$ cat config.mk
export PLATFORM = sky130hd
export DESIGN_NAME = adder_arbiter
export DESIGN_NICKNAME = d
export VERILOG_FILES = /design/src/rtl/adder_arbiter.sv
export SDC_FILE = /design/constraint.sdc
export NUM_CORES = 1
export LEC_CHECK = 0
export CAP_MARGIN = 20
export CORE_MARGIN = 5
export CORE_UTILIZATION = 35
export CTS_BUF_LIST = sky130_fd_sc_hd__clkbuf_4 sky130_fd_sc_hd__clkbuf_8
export CTS_CLUSTER_DIAMETER = 60
export DETAILED_ROUTE_END_ITERATION = 8
export GPL_TIMING_DRIVEN = 1
export PLACE_DENSITY = 0.68
export SYNTH_ARGS = -nofsm -noshare
export SYNTH_HDL_FRONTEND = slang
export SYNTH_SLANG_ARGS = --single-unit
$ cat constraint.sdc
create_clock -name clk -period 9.5 [get_ports clk]
set_clock_uncertainty 0.1 [all_clocks]
set_input_delay 2.85 -clock clk [delete_from_list [all_inputs] [get_ports clk]]
set_output_delay 2.85 -clock clk [all_outputs]
set_load 0.02 [all_outputs]
$ cat src/rtl/adder_arbiter.sv
// Round-robin arbiter sharing one 64-bit carry-lookahead adder between two
// add/subtract requesters, with a registered valid/ready result channel.

module carry_lookahead_adder_64bit (
  input  logic [63:0] a,
  input  logic [63:0] b,
  input  logic        cin,
  output logic [63:0] sum,
  output logic        cout,
  output logic        g,
  output logic        p
);

  // Carries out of positions 0..2 of a 4-wide lookahead cell; position 3 is
  // resolved one level up from the group generate/propagate.
  function automatic logic [2:0] cla_carries(input logic [3:0] gi, input logic [3:0] pi,
                                             input logic ci);
    logic [2:0] co;
    co[0] = gi[0] | (pi[0] & ci);
    co[1] = gi[1] | (pi[1] & gi[0]) | (pi[1] & pi[0] & ci);
    co[2] = gi[2] | (pi[2] & gi[1]) | (pi[2] & pi[1] & gi[0]) | (pi[2] & pi[1] & pi[0] & ci);
    return co;
  endfunction

  function automatic logic [1:0] group_gp(input logic [3:0] gi, input logic [3:0] pi);
    logic gg;
    logic pp;
    gg = gi[3] | (pi[3] & gi[2]) | (pi[3] & pi[2] & gi[1]) | (pi[3] & pi[2] & pi[1] & gi[0]);
    pp = &pi;
    return {gg, pp};
  endfunction

  logic [63:0] bit_g_s;
  logic [63:0] bit_p_s;
  logic [15:0] grp_g1_s;
  logic [15:0] grp_p1_s;
  logic [3:0]  grp_g2_s;
  logic [3:0]  grp_p2_s;
  logic [1:0]  top_gp_s;
  logic [3:0]  cin2_s;
  logic [15:0] cin1_s;
  logic [63:0] cin0_s;

  assign bit_g_s = a & b;
  assign bit_p_s = a ^ b;

  genvar j;
  generate
    for (j = 0; j < 16; j++) begin : g_l1
      assign {grp_g1_s[j], grp_p1_s[j]} = group_gp(bit_g_s[4*j +: 4], bit_p_s[4*j +: 4]);
      assign cin0_s[4*j +: 4] = {cla_carries(bit_g_s[4*j +: 4], bit_p_s[4*j +: 4], cin1_s[j]),
                                 cin1_s[j]};
    end
    for (j = 0; j < 4; j++) begin : g_l2
      assign {grp_g2_s[j], grp_p2_s[j]} = group_gp(grp_g1_s[4*j +: 4], grp_p1_s[4*j +: 4]);
      assign cin1_s[4*j +: 4] = {cla_carries(grp_g1_s[4*j +: 4], grp_p1_s[4*j +: 4], cin2_s[j]),
                                 cin2_s[j]};
    end
  endgenerate

  assign top_gp_s = group_gp(grp_g2_s, grp_p2_s);
  assign cin2_s   = {cla_carries(grp_g2_s, grp_p2_s, cin), cin};
  assign g        = top_gp_s[1];
  assign p        = top_gp_s[0];
  assign cout     = top_gp_s[1] | (top_gp_s[0] & cin);
  assign sum      = bit_p_s ^ cin0_s;

endmodule

module adder_arbiter #(
  parameter int WIDTH = 64,
  parameter int CNT_W = 16
) (
  input  logic             clk,
  input  logic             rst_n,
  input  logic             req0_valid,
  output logic             req0_ready,
  input  logic [WIDTH-1:0] req0_a,
  input  logic [WIDTH-1:0] req0_b,
  input  logic             req0_sub,
  input  logic             req1_valid,
  output logic             req1_ready,
  input  logic [WIDTH-1:0] req1_a,
  input  logic [WIDTH-1:0] req1_b,
  input  logic             req1_sub,
  output logic             res_valid,
  input  logic             res_ready,
  output logic             res_id,
  output logic [WIDTH-1:0] res_sum,
  output logic             res_cout,
  output logic             res_ovf,
  output logic [CNT_W-1:0] cnt0,
  output logic [CNT_W-1:0] cnt1
);

  typedef enum logic [0:0] {
    ST_EMPTY = 1'b0,
    ST_FULL  = 1'b1
  } state_t;

  function automatic logic signed_ovf(input logic a_msb, input logic b_msb, input logic s_msb);
    return (a_msb == b_msb) && (s_msb != a_msb);
  endfunction

  state_t           state_r;
  logic             last_grant_r;
  logic             res_id_r;
  logic [WIDTH-1:0] res_sum_r;
  logic             res_cout_r;
  logic             res_ovf_r;
  logic [CNT_W-1:0] cnt0_r;
  logic [CNT_W-1:0] cnt1_r;

  logic             grant_s;
  logic             can_accept_s;
  logic             accept_s;
  logic [WIDTH-1:0] op_a_s;
  logic [WIDTH-1:0] op_b_s;
  logic             op_sub_s;
  logic [WIDTH-1:0] b_eff_s;
  logic [WIDTH-1:0] sum_s;
  logic             cout_s;
  logic             adder_g_unused_s;
  logic             adder_p_unused_s;

  // Round-robin grant: a lone requester wins, contention goes to the other side of last_grant.
  always_comb begin
    grant_s = 1'b0;
    if (req0_valid && req1_valid) begin
      grant_s = ~last_grant_r;
    end else if (req1_valid) begin
      grant_s = 1'b1;
    end else begin
      grant_s = 1'b0;
    end
  end

  // A full register that drains this cycle frees its slot for a new operation.
  assign can_accept_s = (state_r == ST_EMPTY) || res_ready;
  assign req0_ready   = (grant_s == 1'b0) && req0_valid && can_accept_s;
  assign req1_ready   = (grant_s == 1'b1) && req1_valid && can_accept_s;
  assign accept_s     = req0_ready || req1_ready;

  // Operand mux in front of the shared adder.
  always_comb begin
    op_a_s   = req0_a;
    op_b_s   = req0_b;
    op_sub_s = req0_sub;
    if (grant_s) begin
      op_a_s   = req1_a;
      op_b_s   = req1_b;
      op_sub_s = req1_sub;
    end else begin
      op_a_s   = req0_a;
      op_b_s   = req0_b;
      op_sub_s = req0_sub;
    end
  end

  assign b_eff_s = op_sub_s ? ~op_b_s : op_b_s;

  carry_lookahead_adder_64bit u_adder (
    .a    (op_a_s),
    .b    (b_eff_s),
    .cin  (op_sub_s),
    .sum  (sum_s),
    .cout (cout_s),
    .g    (adder_g_unused_s),
    .p    (adder_p_unused_s)
  );

  // Result register FSM and round-robin pointer.
  always_ff @(posedge clk or negedge rst_n) begin
    if (!rst_n) begin
      state_r      <= ST_EMPTY;
      last_grant_r <= 1'b1;
      res_id_r     <= 1'b0;
      res_sum_r    <= {WIDTH{1'b0}};
      res_cout_r   <= 1'b0;
      res_ovf_r    <= 1'b0;
    end else if (accept_s) begin
      state_r      <= ST_FULL;
      last_grant_r <= grant_s;
      res_id_r     <= grant_s;
      res_sum_r    <= sum_s;
      res_cout_r   <= cout_s;
      res_ovf_r    <= signed_ovf(op_a_s[WIDTH-1], b_eff_s[WIDTH-1], sum_s[WIDTH-1]);
    end else begin
      case (state_r)
        ST_FULL:  state_r <= res_ready ? ST_EMPTY : ST_FULL;
        ST_EMPTY: state_r <= ST_EMPTY;
        default:  state_r <= ST_EMPTY;
      endcase
    end
  end

  // Completed-operation counters, free-running wrap.
  always_ff @(posedge clk or negedge rst_n) begin
    if (!rst_n) begin
      cnt0_r <= {CNT_W{1'b0}};
      cnt1_r <= {CNT_W{1'b0}};
    end else begin
      if (req0_ready) begin
        cnt0_r <= cnt0_r + {{(CNT_W-1){1'b0}}, 1'b1};
      end else begin
        cnt0_r <= cnt0_r;
      end
      if (req1_ready) begin
        cnt1_r <= cnt1_r + {{(CNT_W-1){1'b0}}, 1'b1};
      end else begin
        cnt1_r <= cnt1_r;
      end
    end
  end

  assign res_valid = (state_r == ST_FULL);
  assign res_id    = res_id_r;
  assign res_sum   = res_sum_r;
  assign res_cout  = res_cout_r;
  assign res_ovf   = res_ovf_r;
  assign cnt0      = cnt0_r;
  assign cnt1      = cnt1_r;

endmodule
==> run_results.csv <==
group,metric,value,unit
critical_path,rrSetupSlack,4.55,ns
global_routing,grt_antenna_before_repair,0,
floorplanning,start_util,35.8,%
sta,rsz0062_at_grt,"false",
clock_tree,clk_latency,0.38,ns
global_routing,overflow,0,
power,power_leakage,5.37,nW
synth,yosys.area.top_type,"dfrtp_1",
synth,synthFlopType,"dfrtp_1",
clock_tree,cts_hold_buf,0,
route,dr.pass1.iters,4,
flow_run,max_cap_violations,0,
critical_path,crit_top_cell,"clkdlybuf4s50_1",
synth,synth_compound_area_share,11.6,%
sta,max_slew_margin,36.8,%
synth,synth_seq_area_share,29.9,%
critical_path,crit_required,6.55,ns
critical_path,critPathMaxFanout,7,
hold_path,hold_path_depth,1,
floorplanning,ioPinCount,365,
synth,syn_inst,890,
placement,place_hpwl,21800,um
route,first_iter_violations,368,
outcome,status,"finished clean",
sta,hold_viol,0,
synth,synth_common_cells,"nand2_1, dfrtp_1, xnor2_1, mux2i_1, ha_1",
global_routing,global_route.usage.total,18.7,%
synth,synth-simple-area-share,10.9,%
route,vias,7531,
final_layout,fin_util,53.4,%
synth,netlist.area_leader.share,29.6,%
global_routing,grt_pass1_wl,40300,um
power,vdd_ir_drop_max,0.0000947,V
floorplanning,die_x,165,um
sta,finalCriticalPeriod,7.80,ns
synth,synth_fa_ha_area_share,13.3,%
final_layout,antenna_cells,0,
clock_tree,cts_tree,"yes",
critical_path,end_kind,"output pin",
floorplanning,core_area,23600,um^2
global_routing,grt_pass1_vias,7798,
synth,avgSynthCellArea,9.50,um^2
synth,yosysUniqueCellTypes,46,
power,total_power,2.54,mW
synth,synth.area.mux_share,16.6,%
clock_tree,cts_max_path_buffers,2,
final_layout,drive_gt1_share,7.33,%
placement,io_buffers,364,
critical_path,crit_family,"buffers and inverters",
power,power_density,202,nW/um^2
floorplanning,rows,56,
placement,gp_congestion,0.822,
sta,slew_violations,0,
synth,synth_fp_nets,1234,
synth,synthXorXnorAreaFrac,14.7,%
synth,yosysMostFrequentCell,"nand2_1",
route,viasPerCell,4.83,
final_layout,fill_cells,2211,
critical_path,path_buf_inv,2,
synth,synthArstFlopShare,100,%
critical_path,critPathLaunchType,"input port",
clock_tree,cts_setup_buffers,0,
clock_tree,post_cts_resized,0,
critical_path,path_depth,5,
clock_tree,root_buffer,"clkbuf_8",
synth,syn-cell-area,8460,um^2
critical_path,slowest_delay,0.71,ns
sta,max_freq,128,MHz
synth,synth_warnings,0,
synth,synthTopCellsByArea,"dfrtp_1, xnor2_1, ha_1, mux2i_1, mux2_2",
sta,tns,0,ns
clock_tree,clock_sinks,101,
route,totalWireLength,26400,um
final_layout,area_growth,49.2,%
clock_tree,cts_made_buffers,9,
critical_path,critPathArrivalTime,4.85,ns
synth,synth_edf_count,0,
clock_tree,htreeDepth,3,
critical_path,crit_type,"input port to output pin",
critical_path,crit_chain,"clkdlybuf4s50_1 -> nand2b_1 -> nand2_1 -> nor2_1 -> clkdlybuf4s50_1",
route,routedWlPerCell,16.9,um
floorplanning,dieArea,27400,um^2
critical_path,rr_worst_depth,16,
sta,setup-violations-final,0,
final_layout,nets,1580,
global_routing,grt_start_max_net_pins,66,
clock_tree,cts.clk_slew.worst_paths,0.11,ns
synth,synth_top_family_by_area,"multiplexers",
critical_path,cp_slowest_cell,"clkdlybuf4s50_1",
floorplanning,chipHeight,165,um
hold_path,holdCritPathClass,"flop to flop",
sta,timing.final.crit_share,82.1,%
route,drcViolationCount,0,
sta,worstMarginPinSlew,0.947,ns
synth,ys_seq_elements,101,
route,ant_nets,0,
sequential cells by signal, indices dropped and copies added, names as in the netlist:
name,cells
res_sum,64
cnt0,16
cnt1,16
last_grant_r,1
res_cout,1
res_id,1
res_ovf,1
res_valid,1
power breakdown:
group	switching, mW	internal (mW)	total, mW	leakage (nW)
Clock	0.170	0.107	0.277	0.0925
Combinational	0.807	0.755	1.56	4.02
Sequential	0.113	0.592	0.705	1.26
Total	1.09	1.45	2.54	5.37
placed cells by master, fill, tap and decap left out, types with 10 or more instances in the layout:
cell / n
xor2_1: 44
fa_1: 15
ha_1: 66
xnor2_1: 98
a21oi_1: 43
clkdlybuf4s50_1: 363
nand4_1: 17
a21o_1: 26
dfrtp_1: 100
nand3_1: 17
mux2i_1: 75
o21ai_0: 62
clkbuf_8: 10
mux2_2: 57
inv_1: 31
nor2_1: 25
nand2_1: 107
final timing paths:
check                                          from                 endpoint
min in group asynchronous                     rst_n     cnt1[10]$_DFFE_PN0P_
min                            cnt1[15]$_DFFE_PN0P_     cnt1[15]$_DFFE_PN0P_
max reg2reg                last_grant_r$_DFFE_PN1P_      res_ovf$_DFFE_PN0P_
min reg2reg                    cnt1[15]$_DFFE_PN0P_     cnt1[15]$_DFFE_PN0P_
max                                       res_ready               req0_ready
max in group asynchronous                     rst_n  res_sum[60]$_DFFE_PN0P_
logic make-up (layout without fill, tap and decap cells):
family,after synthesis,in the layout
and+or+nand+nor,201,201
adders and majority gates,81,81
DFF,101,101
buffers and inverters,67,418
xor gates and xnor gates,142,142
AOI/OAI and AO/OA,165,165
muxes,133,133
stage by stage:
stage,hold slack (ns),setup WS [ns],instance area (um^2),instances
floorplan,0.424,2.44,8460,890
global route,0.393,1.45,12600,1560
global placement,0.358,1.47,12400,1544
finish,0.372,1.70,12600,1560
CTS,0.377,1.71,12600,1560
detailed placement,0.361,1.31,12400,1544
routing by layer:
metal  GRT usage (%)  part of all wire, %
met4            5.06                  1.7
met1            22.8                   41
met2            33.2                   50
met3            4.24                  7.2
met5               0                    0
area by class of cell:
cell class              count  area, um^2  share of cell area [%]
multi-input cells         722        5690                    45.1
repair buffers            371        3690                    29.3
flip-flops and latches    101        2530                    20.0
well taps                 319         399                    3.16
clock buffers              10         138                    1.09
inverters                  31         116                   0.922
clock inverters             6        55.1                   0.436
Power figures use the tool's default switching activity.
